--- src/rtl/vco_adc_pkg.sv ---
// Shared types and widths for the VCO-ADC sample readout path.
package vco_adc_pkg;

  localparam int unsigned VCO_ADC_DATA_W  = 32;
  localparam int unsigned VCO_ADC_FRAME_W = 16;

  typedef logic [VCO_ADC_DATA_W-1:0] vco_adc_sample_t;

endpackage

--- src/rtl/vco_adc_out_buf.sv ---
// Circular output buffer for the FIFO reader: push, pop, occupancy and head entry.
module vco_adc_out_buf
  import vco_adc_pkg::*;
#(
  parameter int unsigned DATA_WIDTH = VCO_ADC_DATA_W,
  parameter int unsigned DEPTH      = 4
) (
  input  logic                        clk,
  input  logic                        rst,
  input  logic                        push,
  input  logic [DATA_WIDTH-1:0]       push_data,
  input  logic                        pop,
  output logic [$clog2(DEPTH):0]      occ,
  output logic [DATA_WIDTH-1:0]       head
);

  localparam int unsigned AW = $clog2(DEPTH);
  localparam logic [AW:0] PtrOne = (AW+1)'(1);

  logic [DATA_WIDTH-1:0] mem_q [DEPTH];
  logic [AW:0]           wr_ptr_q;
  logic [AW:0]           rd_ptr_q;

  // Pointers carry one extra bit so full and empty are distinguishable.
  always_ff @(posedge clk) begin
    if (rst) begin
      wr_ptr_q <= '0;
      rd_ptr_q <= '0;
    end else begin
      if (push) wr_ptr_q <= wr_ptr_q + PtrOne;
      if (pop)  rd_ptr_q <= rd_ptr_q + PtrOne;
    end
  end

  always_ff @(posedge clk) begin
    if (push) mem_q[wr_ptr_q[AW-1:0]] <= push_data;
  end

  assign occ  = wr_ptr_q - rd_ptr_q;
  assign head = mem_q[rd_ptr_q[AW-1:0]];

endmodule

--- src/rtl/vco_adc_fifo_reader.sv ---
// Drain side of the VCO-ADC sample FIFO: credit-based reads into a small buffer, valid/ready out.
// Define VCO_ADC_READER_LAST_EN to build the frame counter that drives m_last_o.
module vco_adc_fifo_reader
  import vco_adc_pkg::*;
#(
  parameter int unsigned DATA_WIDTH = VCO_ADC_DATA_W,
  parameter int unsigned OUT_DEPTH  = 4,
  parameter int unsigned FRAME_W    = VCO_ADC_FRAME_W
) (
  input  logic                  clk,
  input  logic                  rst,
  input  logic                  enable_i,
  input  logic [FRAME_W-1:0]    frame_len_i,
  input  logic                  fifo_empty_i,
  input  logic [DATA_WIDTH-1:0] fifo_data_i,
  output logic                  fifo_read_o,
  output logic                  m_valid_o,
  input  logic                  m_ready_i,
  output logic [DATA_WIDTH-1:0] m_data_o,
  output logic                  m_last_o,
  output logic                  busy_o
);

  localparam int unsigned AW = $clog2(OUT_DEPTH);
  localparam logic [AW+1:0] DepthLim = (AW+2)'(OUT_DEPTH);

  logic                  inflight_q;
  logic [AW:0]           occ;
  logic [DATA_WIDTH-1:0] head;
  logic [AW+1:0]         credit_used;
  logic                  accept;

  vco_adc_out_buf #(
    .DATA_WIDTH (DATA_WIDTH),
    .DEPTH      (OUT_DEPTH)
  ) u_out_buf (
    .clk       (clk),
    .rst       (rst),
    .push      (inflight_q),
    .push_data (fifo_data_i),
    .pop       (accept),
    .occ       (occ),
    .head      (head)
  );

  // Credit counts only registered state, so m_ready_i never reaches fifo_read_o.
  assign credit_used = {1'b0, occ} + {{(AW+1){1'b0}}, inflight_q};
  assign fifo_read_o = ~rst & enable_i & ~fifo_empty_i & (credit_used < DepthLim);

  always_ff @(posedge clk) begin
    if (rst) inflight_q <= 1'b0;
    else     inflight_q <= fifo_read_o;
  end

  assign m_valid_o = (occ != '0);
  assign accept    = m_valid_o & m_ready_i;
  assign m_data_o  = m_valid_o ? head : '0;
  assign busy_o    = inflight_q | m_valid_o;

`ifdef VCO_ADC_READER_LAST_EN
  logic [FRAME_W-1:0] frame_cnt_q;
  logic               last;

  assign last = (frame_len_i != '0) & m_valid_o & (frame_cnt_q == frame_len_i - FRAME_W'(1));

  always_ff @(posedge clk) begin
    if (rst) begin
      frame_cnt_q <= '0;
    end else if (accept) begin
      frame_cnt_q <= last ? '0 : frame_cnt_q + FRAME_W'(1);
    end
  end

  assign m_last_o = last;
`else
  logic unused_frame_len;
  assign unused_frame_len = ^frame_len_i;
  assign m_last_o         = 1'b0;
`endif

endmodule

--- config.mk ---
export PLATFORM = sky130hd
export DESIGN_NAME = vco_adc_fifo_reader
export DESIGN_NICKNAME = d
export VERILOG_FILES = /design/src/rtl/vco_adc_pkg.sv /design/src/rtl/vco_adc_out_buf.sv /design/src/rtl/vco_adc_fifo_reader.sv
export SDC_FILE = /design/constraint.sdc
export NUM_CORES = 1
export LEC_CHECK = 0
export CORE_ASPECT_RATIO = 0.9
export CORE_MARGIN = 2
export CORE_UTILIZATION = 25
export CTS_CLUSTER_SIZE = 8
export DETAILED_ROUTE_END_ITERATION = 7
export GPL_ROUTABILITY_DRIVEN = 0
export PLACE_DENSITY = 0.55
export SYNTH_ARGS = -nofsm -noshare
export SYNTH_HDL_FRONTEND = slang
export SYNTH_HIERARCHICAL = 1
export SYNTH_SLANG_ARGS = --single-unit
--- constraint.sdc ---
create_clock -name clk -period 3.3 [get_ports clk]
set_input_delay 0.66 -clock clk [delete_from_list [all_inputs] [get_ports clk]]
set_output_delay 0.66 -clock clk [all_outputs]
set_load 0.01 [all_outputs]
==> results of run 1 <==
-- routing by layer --
layer	global-route usage, %	share of wire, %	vias up
li1	-	-	1177
met1	12.02	45	1359
met2	15.97	49	65
met3	3.763	4.6	12
met4	4.078	1.1	0
met5	0	0	-
-- worst max-delay path, cell delays in order, from the launching register on --
cell	delay (ns)
dfxtp_2	0.33
inv_2	0.05
ha_2	0.18
fa_2	0.35
xnor2_2	0.16
xnor2_2	0.17
nor3_4	0.23
buf_12	0.16
clkbuf_16	0.19
nor2b_1	0.07
dlygate4sd2_1	0.28
-- layout by cell type, fill, tap and decap left out, drive strengths merged, types with 5 or more instances in the layout --
master,netlist,routed
edfxtp,128,128
clkdlybuf4s50,0,36
nor2b,33,33
mux4,32,32
clkbuf,1,20
dlygate4sd2,0,18
clkdlybuf4s15,0,15
dfxtp,9,9
buf,11,8
clkinv,0,8
ha,6,6
nor2,5,5
inv,5,5
-- kinds of logic (layout without fill, tap and decap cells) --
family	after synthesis	after routing
adders and majority gates	7	7
buffers and inverters	17	117
DFF	137	137
xor gates and xnor gates	4	4
and+or+nand+nor	47	47
muxes	34	34
AOI/OAI and AO/OA	6	6
other	1	1
-- repair_timing --
| action | CTS | global route |
|---|---|---|
| gates resized for setup | 40 | 23 |
| buffers inserted | 0 | 1 |
| endpoints found under the setup margin | 34 | 24 |
| hold buffers | 0 | 0 |
| hold endpoints to repair | 0 | 0 |
| gates cloned | 0 | 2 |
-- per-stage QoR --
stage	setup slack (ns)	cell area [µm²]	cells	utilization, %
floorplan	0.5794	5378	253	-
global placement	0.1071	6411	604	30.59
detailed placement	0.1138	6411	604	30.59
CTS	0.07654	6968	636	33.25
global route	-0.04643	7074	639	33.76
finish	0.06629	7074	639	33.76
-- sequential cells by signal, indices dropped and copies added (netlist names), named ones only --
name / cells
u_out_buf/rd_ptr_q: 3
inflight_q: 1
u_out_buf/mem_q: 128
u_out_buf/wr_ptr_q: 3
-- cells in the mapped netlist (all sizes together) --
cell type,n,area (µm²)
edfxtp,128,3844
nor2b,33,206.5
mux4,32,728.2
buf,11,108.9
dfxtp,9,180.2
ha,6,75.07
inv,5,18.77
nor2,5,18.77
and2,4,25.02
xnor2,4,35.03
a21bo,2,20.02
a21oi,2,10.01
a31oi,2,12.51
mux2i,2,20.02
nand3b,2,15.01
clkbuf,1,3.750
conb,1,3.750
fa,1,20.02
nand2b,1,6.260
nor3,1,16.27
or4b,1,10.01
-- worst min path at each step --
stage | to | slack (ns) | depth (start not counted)
after floorplan | inflight_q | 0.46 | 1
after global placement | u_out_buf/wr_ptr_q[1] | 0.54 | 2
after detailed placement | u_out_buf/rd_ptr_q[0] | 0.57 | 2
after CTS | u_out_buf/wr_ptr_q[1] | 0.58 | 2
after global routing | u_out_buf/wr_ptr_q[1] | 0.57 | 2
final | u_out_buf/wr_ptr_q[1] | 0.54 | 2
-- layout make-up --
class / instances / area (µm²) / share of cell area, %
sequential: 137 / 4029 / 56.95
multi-input combinational: 99 / 1257 / 17.78
timing repair buffer: 80 / 825.8 / 11.67
clock buffer: 18 / 429.2 / 6.067
tap: 286 / 357.8 / 5.058
clock inverter: 14 / 156.4 / 2.211
inverter: 5 / 18.77 / 0.2653
-- power groups by stage --
| stage | clock network, µW | registers (µW) | logic [µW] |
|---|---|---|---|
| after floorplan | 0 | 2020 | 1210 |
| after global placement | 0 | 2040 | 2190 |
| after detailed placement | 0 | 2040 | 2200 |
| after CTS | 1940 | 2010 | 1960 |
| after global routing | 2020 | 2010 | 2500 |
| final | 1880 | 2010 | 2280 |
==> flow_summary_export.csv, run 1 <==
group,metric,value,unit
drt,detail_route.drc_violations,0,
outcome,outcome,"finished clean",
clock_tree,clockBufferDepth,2,
critical_path,startpoint_kind_of_the_worst_setup_timing_path,"register",
synth,synthesis.yosys.warnings,6,
run,max_cap_viol_count,0,
timing,finalWorstPathRequiredPeriod,3.234,ns
power_and_ir_drop,worst_ir_drop_vdd,0.6904,mV
power_and_ir_drop,p_sw_share,29.78,%
critical_path,rrSetupSlack,0.90,ns
cells_and_area,area_delta_synth_final,31.55,%
timing,finalHoldViolations,0,
clock_tree,cts_root_buf,"clkbuf_16",
clock_tree,tritoncts,"built",
floorplan,placementRows,50,
timing,worst_hold_slack,0.5377,ns
power_and_ir_drop,p_total,6164,µW
clock_tree,worstSkewPairLatency,0.41,ns
floorplan,design.portCount,89,
floorplan,dieWidth,158.6,µm
cells_and_area,layout_cell_share_with_drive_strength_beyond_1,24.65,%
drt,drt-initial-drc-count,194,
place,hpwl,5.923,mm
global_route,track_usage,9.939,%
critical_path,setup.worst_path.end_class,"primary output",
floorplan,design.core.area,0.02096,mm²
cells_and_area,final.fill_count,2007,
floorplan,die-area,0.02270,mm²
global_route,grt_pass1_vias,2886,
power_and_ir_drop,power.clock.fraction,30.5,%
timing,slew-limit-headroom,31.85,%
min_path,hold_start,"u_out_buf/wr_ptr_q[1]",
critical_path,highest_fanout_seen_on_the_critical_path,17,
power_and_ir_drop,cell_internal_pwr,4329,µW
synth,synth_simple_gate_area_share,5.537,%
critical_path,endpoint,"m_data_o[31]",
synth,muxShareOfSynthArea,13.91,%
cells_and_area,final_nets,400,
critical_path,worstSetupPathType,"register to primary output",
power_and_ir_drop,total_leakage_power,0.002330,µW
drt,routed-via-count,2613,
power_and_ir_drop,seqPwrFrac,32.6,%
synth,yosysSeqAreaShare,74.83,%
global_route,grt_first_pass_wirelength,16.09,mm
clock_tree,cts.sink_count,137,
critical_path,critPathArrivalTime,2.57,ns
synth,syn-instance-count,253,
power_and_ir_drop,switchingPower,1836,µW
synth,synth_xor_area_share,0.6515,%
synth,main_combinational_cell_family_by_area_after_synthesis,"multiplexers",
critical_path,worstPathRequired,2.64,ns
power_and_ir_drop,power.share.combinational,36.9,%
synth,avg_cell_area_syn,21.26,µm²
timing,fin_crit_sh,97.99,%
timing,final_max_slew_viol_count,0,
timing,fin_tns_setup,0,ns
drt,avgRoutedWirePerCell,16.96,µm
synth,mappedNetlistArea,0.005378,mm²
drt,antenna_violating_nets_post_route,0,
drt,route.detailed.vias_per_inst,4.089,
floorplan,initial_core_util,25.66,%
clock_tree,cts_made_buffers,17,
global_route,grt_start_max_net_pins,35,
global_route,initial_antenna_violation_count,0,
power_and_ir_drop,power_density,871.4,mW/mm²
critical_path,worst_r2r_path_depth,11,
synth,synth_nets,313,
drt,totalWireLength,10.84,mm
cells_and_area,antenna-diode-count,0,
timing,setup_violations,0,
critical_path,worst_setup_path_startpoint,"u_out_buf/wr_ptr_q[0]",
timing,post_route_skew,0.005491,ns
synth,complex_gate_fraction_of_the_synthesized_area,0.7911,%
synth,post_synth_fa_ha_maj_area_fraction,1.768,%
place,portBuffers,71,
drt,number_of_iterations_in_the_first_detailed_routing_pass,4,
clock_tree,cts_max_level,4,
timing,fmax,0.3092,GHz
clock_tree,clkTransAtPathRegs,0.05,ns
timing,worst_pin_slew,1.022,ns
min_path,holdCritPathClass,"register to register",
critical_path,rr_startpoint,"u_out_buf/wr_ptr_q[0]",
synth,yosys_register_bits,137,
global_route,overflow,0,
timing,grt_setup_unrepaired,"yes",
floorplan,chipHeight,143.1,µm
synth,yosysUniqueCellTypes,25,
Note: power is estimated with default switching activity, not from simulation.
==> inputs of run 2 (changes only) <==
--- a/config.mk
+++ b/config.mk
@@ -11,7 +11,7 @@
 export CTS_CLUSTER_SIZE = 8
 export DETAILED_ROUTE_END_ITERATION = 7
 export GPL_ROUTABILITY_DRIVEN = 0
-export PLACE_DENSITY = 0.55
+export PLACE_DENSITY = 0.53
 export SYNTH_ARGS = -nofsm -noshare
 export SYNTH_HDL_FRONTEND = slang
 export SYNTH_HIERARCHICAL = 1
==> flow_summary_export.csv, run 2 (synthesis gave the netlist of run 1 again) <==
group,metric,value,unit
run,max_cap_viol_count,0,
floorplan,design.core.area,0.02096,mm²
min_path,hold_end,"u_out_buf/wr_ptr_q[2]",
cells_and_area,fin_util,33.50,%
drt,number_of_iterations_in_the_first_detailed_routing_pass,4,
clock_tree,worstSkewPairLatency,0.41,ns
floorplan,dieWidth,158.6,µm
drt,drt-initial-drc-count,131,
clock_tree,clkTransAtPathRegs,0.06,ns
timing,post_route_skew,0.005701,ns
power_and_ir_drop,power_density,849.8,mW/mm²
timing,grt_setup_unrepaired,"no",
cells_and_area,layout_cell_share_with_drive_strength_beyond_1,23.16,%
critical_path,setup.worst_path.end_class,"primary output",
timing,worst_pin_slew,0.9848,ns
drt,avgRoutedWirePerCell,16.53,µm
cells_and_area,final_common_cell,"edfxtp_1",
cells_and_area,final.fill_count,2017,
timing,fin_tns_setup,0,ns
cells_and_area,area_delta_synth_final,30.57,%
drt,totalWireLength,10.58,mm
critical_path,highest_fanout_seen_on_the_critical_path,15,
critical_path,critPathArrivalTime,2.52,ns
timing,slew-limit-headroom,34.35,%
floorplan,initial_core_util,25.66,%
clock_tree,cts_root_buf,"clkbuf_16",
critical_path,worst_r2r_path_depth,11,
drt,antenna_violating_nets_post_route,0,
power_and_ir_drop,total_leakage_power,0.002320,µW
global_route,grt_first_pass_wirelength,16.53,mm
timing,final_max_slew_viol_count,0,
floorplan,die-area,0.02270,mm²
timing,fmax,0.3148,GHz
outcome,outcome,"finished clean",
clock_tree,cts.sink_count,137,
global_route,grt_start_max_net_pins,33,
timing,worst_hold_slack,0.5989,ns
critical_path,worstPathRequired,2.64,ns
clock_tree,cts_made_buffers,17,
power_and_ir_drop,worst_ir_drop_vdd,0.6699,mV
timing,finalHoldViolations,0,
clock_tree,tritoncts,"built",
floorplan,placementRows,50,
drt,route.detailed.vias_per_inst,4.089,
critical_path,worstSetupPathType,"register to primary output",
cells_and_area,flip_flop_count_of_the_largest_register_all_copies_and_words_added,128,
drt,routed-via-count,2617,
cells_and_area,antenna-diode-count,0,
place,postPlaceCellArea,0.006456,mm²
critical_path,startpoint_kind_of_the_worst_setup_timing_path,"register",
timing,finalWorstPathRequiredPeriod,3.177,ns
clock_tree,clockBufferDepth,2,
cells_and_area,final_cell_mix,"128 x edfxtp_1, 36 x clkdlybuf4s50_1, 32 x nor2b_1",
global_route,grt_pass1_vias,2928,
place,hpwl,6.233,mm
drt,detail_route.drc_violations,0,
global_route,initial_antenna_violation_count,0,
min_path,hold_start,"u_out_buf/wr_ptr_q[2]",
cells_and_area,final_nets,401,
cells_and_area,post-route-cell-area,0.007022,mm²
global_route,track_usage,10.23,%
global_route,overflow,0,
critical_path,rrSetupSlack,0.89,ns
timing,fin_crit_sh,96.27,%
floorplan,chipHeight,143.1,µm
clock_tree,cts_max_level,4,
min_path,whs_path_depth,2,
critical_path,rr_startpoint,"u_out_buf/wr_ptr_q[0]",
min_path,holdCritPathClass,"register to register",
timing,setup_violations,0,
floorplan,design.portCount,89,
place,portBuffers,71,
[run 2: layout make-up]
cell class	instances	area, µm²	area share [%]
clock buffer	22	444.2	6.326
clock inverter	10	78.83	1.123
timing repair buffer	81	835.8	11.90
tap	286	357.8	5.096
multi-input combinational	99	1260	17.94
sequential	137	4026	57.34
inverter	5	18.77	0.2673
[run 2: repair_timing]
item,4_1_cts,5_1_grt
resized for setup,44,9
pin swaps,2,2
hold buffers,0,0
endpoints found under the setup margin,35,26
buffers inserted,2,0
gates cloned,1,0
[run 2: through the flow]
step           instances  power [µW]  setup WS, ns
2_1_floorplan        253        3222        0.5794
3_3_place_gp         605        4371        0.1068
3_5_place_dp         605        4383       0.09170
4_1_cts              640        6089       0.02794
5_1_grt              640        6308      0.005316
6_report             640        5967        0.1230
[run 2: worst max-delay path, cell delays in order, from the launching register on]
cell	delay, ns
dfxtp_1	0.33
inv_1	0.08
ha_2	0.20
fa_2	0.53
inv_1	0.09
nor3_4	0.22
buf_12	0.16
buf_12	0.15
nor2b_1	0.05
dlygate4sd2_1	0.29
[run 2: power breakdown]
group          switching (µW)  total, µW  leakage [µW]  internal, µW
combinational            1050       2270      0.000844          1220
clock                     649       1670      0.000246          1020
sequential               67.9       2030       0.00123          1960
[run 2: worst max-delay path by stage]
stage                   endpoint             startpoint  slack (ns)  cells past startpoint
floorplan            fifo_read_o  u_out_buf/wr_ptr_q[0]        0.58                      7
CTS                 m_data_o[22]  u_out_buf/wr_ptr_q[0]        0.03                     10
finish              m_data_o[27]  u_out_buf/wr_ptr_q[0]        0.12                      9
global route        m_data_o[20]  u_out_buf/wr_ptr_q[0]       0.005                     10
detailed placement   fifo_read_o  u_out_buf/wr_ptr_q[0]        0.09                      8
global placement     fifo_read_o  u_out_buf/wr_ptr_q[0]        0.11                      8
[run 2: routing by layer]
layer  up-vias  track usage (%)  share of wire [%]  routed length (µm)
met5         -                0                  0                   0
met4         0            3.414               0.88                  93
li1       1179                -                  -                   -
met3         6            3.915                4.7                 500
met2        56            16.47                 49                5160
met1      1376            12.64                 46                4821
==> inputs of run 3 (changes only) <==
--- a/config.mk
+++ b/config.mk
@@ -6,9 +6,8 @@
 export NUM_CORES = 1
 export LEC_CHECK = 0
 export CORE_ASPECT_RATIO = 0.9
-export CORE_MARGIN = 2
 export CORE_UTILIZATION = 25
-export CTS_CLUSTER_SIZE = 8
+export CTS_CLUSTER_SIZE = 16
 export DETAILED_ROUTE_END_ITERATION = 7
 export GPL_ROUTABILITY_DRIVEN = 0
 export PLACE_DENSITY = 0.53
==> flow_summary_export.csv, run 3 (synthesis gave the netlist of run 1 again) <==
group,metric,value,unit
clock_tree,tritoncts,"built",
cells_and_area,final_nets,407,
critical_path,timing.critical_path.buf_inv,3,
clock_tree,clockBufferDepth,2,
min_path,holdCritPathClass,"register to register",
critical_path,worstSetupPathType,"register to primary output",
timing,post_route_skew,0.008782,ns
cells_and_area,final_cell_mix,"128 x edfxtp_1, 36 x clkdlybuf4s50_1, 30 x mux4_2",
critical_path,worstPathRequired,2.64,ns
clock_tree,clkTransAtPathRegs,0.05,ns
clock_tree,cts_made_buffers,17,
drt,antenna_violating_nets_post_route,0,
power_and_ir_drop,cell_internal_pwr,4328,µW
critical_path,critPathArrivalTime,2.55,ns
clock_tree,worstSkewPairLatency,0.42,ns
drt,number_of_iterations_in_the_first_detailed_routing_pass,4,
power_and_ir_drop,power_density,884.2,mW/mm²
outcome,outcome,"finished clean",
power_and_ir_drop,switchingPower,1922,µW
global_route,grt_pass1_vias,2951,
global_route,overflow,0,
drt,drt-initial-drc-count,119,
power_and_ir_drop,seqPwrFrac,32.2,%
drt,detail_route.drc_violations,0,
critical_path,crit_path_top_delay_cell,"or4b_4",
cells_and_area,fin_util,33.73,%
floorplan,die-area,0.02210,mm²
timing,setup_slack,0.09245,ns
cells_and_area,flip_flop_count_of_the_largest_register_all_copies_and_words_added,128,
critical_path,worst_r2r_path_depth,11,
drt,avgRoutedWirePerCell,16.91,µm
floorplan,initial_core_util,25.66,%
critical_path,cp_cell_sequence,"inv_2, ha_4, fa_2, xnor2_2, xnor2_2, buf_4, or4b_4, a31oi_1, buf_2",
timing,final_max_slew_viol_count,0,
place,portBuffers,71,
global_route,grt_start_max_net_pins,33,
run,max_cap_viol_count,0,
clock_tree,cts_max_level,4,
cells_and_area,layout_cell_share_with_drive_strength_beyond_1,30.83,%
drt,totalWireLength,10.92,mm
timing,fmax,0.3118,GHz
clock_tree,cts_root_buf,"clkbuf_16",
timing,finalWorstPathRequiredPeriod,3.208,ns
drt,route.detailed.vias_per_inst,4.116,
timing,finalHoldViolations,0,
power_and_ir_drop,worst_ir_drop_vdd,0.3034,mV
min_path,hold_end,"u_out_buf/wr_ptr_q[1]",
timing,setup_violations,0,
floorplan,placementRows,50,
timing,worst_pin_slew,1.005,ns
critical_path,critical_path_depth,9,
global_route,grt_first_pass_wirelength,16.72,mm
place,hpwl,6.197,mm
critical_path,cp_slowest_stage_delay,0.47,ns
floorplan,dieWidth,156.6,µm
floorplan,design.portCount,89,
critical_path,path_delay_family,"adder cells",
power_and_ir_drop,power.clock.fraction,26.1,%
critical_path,rr_startpoint,"u_out_buf/wr_ptr_q[0]",
global_route,track_usage,10.69,%
floorplan,design.core.area,0.02096,mm²
min_path,hold_start,"u_out_buf/wr_ptr_q[1]",
min_path,whs_path_depth,2,
place,place_ws,0.1160,ns
cells_and_area,antenna-diode-count,0,
critical_path,path_common_cell,"xnor2_2",
clock_tree,cts.sink_count,137,
timing,fin_tns_setup,0,ns
cells_and_area,final_common_cell,"edfxtp_1",
floorplan,chipHeight,141.1,µm
clock_tree,hold_buffers,0,
power_and_ir_drop,power.share.combinational,41.7,%
power_and_ir_drop,total_leakage_power,0.002332,µW
critical_path,setup.worst_path.end_class,"primary output",
critical_path,startpoint_kind_of_the_worst_setup_timing_path,"register",
global_route,initial_antenna_violation_count,0,
timing,slew-limit-headroom,33.00,%
power_and_ir_drop,p_sw_share,30.75,%
critical_path,highest_fanout_seen_on_the_critical_path,2,
timing,fin_crit_sh,97.20,%
cells_and_area,area_delta_synth_final,31.43,%
drt,routed-via-count,2659,
timing,worst_hold_slack,0.5299,ns
critical_path,rrSetupSlack,0.99,ns
[run 3: changes by cell type in the layout (fill, tap and decap cells not counted), sizes merged, moves of 3 or more]
cell	previous run	this run
dlygate4sd2	28	13
buf	11	24
clkdlybuf4s15	5	10
clkinv	6	9
[run 3: through the flow]
stage / power (µW) / cells / instance area, µm²
CTS: 6363 / 645 / 7056
finish: 6250 / 646 / 7068
detailed placement: 4354 / 605 / 6431
global placement: 4347 / 605 / 6431
global route: 6577 / 646 / 7068
floorplan: 3222 / 253 / 5378
[run 3: per-layer routing]
layer	routed length (µm)	vias to the layer above	global-route usage (%)	part of all wire [%]
met4	135	0	4.644	1.2
met2	5433	67	17.72	50
met5	0	-	0	0
li1	-	1192	-	-
met3	481	11	3.320	4.4
met1	4872	1389	12.78	45
[run 3: final cells by class]
cell class	count	area (µm²)
Timing Repair Buffer	87	872.1
Tap cell	286	357.8
Clock inverter	14	83.83
Fill cell	2010	13890
Multi-Input combinational cell	99	1276
Sequential cell	137	4030
Inverter	5	18.77
Clock buffer	18	429.2
[run 3: worst max-delay path by stage]
stage	from	end	slack, ns
finish	u_out_buf/wr_ptr_q[0]	fifo_read_o	0.09
global placement	u_out_buf/wr_ptr_q[0]	fifo_read_o	0.11
floorplan	u_out_buf/wr_ptr_q[0]	fifo_read_o	0.58
CTS	u_out_buf/wr_ptr_q[0]	m_data_o[9]	0.0009
global route	u_out_buf/wr_ptr_q[0]	fifo_read_o	-0.03
detailed placement	u_out_buf/wr_ptr_q[0]	fifo_read_o	0.12
[run 3: worst reg2reg max path: stages (launching register included)]
cell,delay (ns)
dfxtp_2,0.33
inv_2,0.05
ha_4,0.15
fa_2,0.35
xnor2_2,0.16
xnor2_2,0.21
nor3_4,0.07
buf_6,0.12
buf_12,0.14
nor2b_1,0.31
mux2i_1,0.23
nor2_1,0.06
[run 3: power groups by stage]
stage / Sequential, µW / Clock (µW) / Combinational (µW)
finish: 2010 / 1630 / 2610
global route: 2020 / 1740 / 2820
CTS: 2010 / 1680 / 2670
detailed placement: 2040 / 0 / 2310
global placement: 2040 / 0 / 2310
floorplan: 2020 / 0 / 1210
[run 3: what timing repair did]
action	4_1_cts	5_1_grt
setup buffers	5	1
pin swaps	2	2
gates resized for setup	84	18
setup endpoints to repair	35	33
gates cloned	3	0
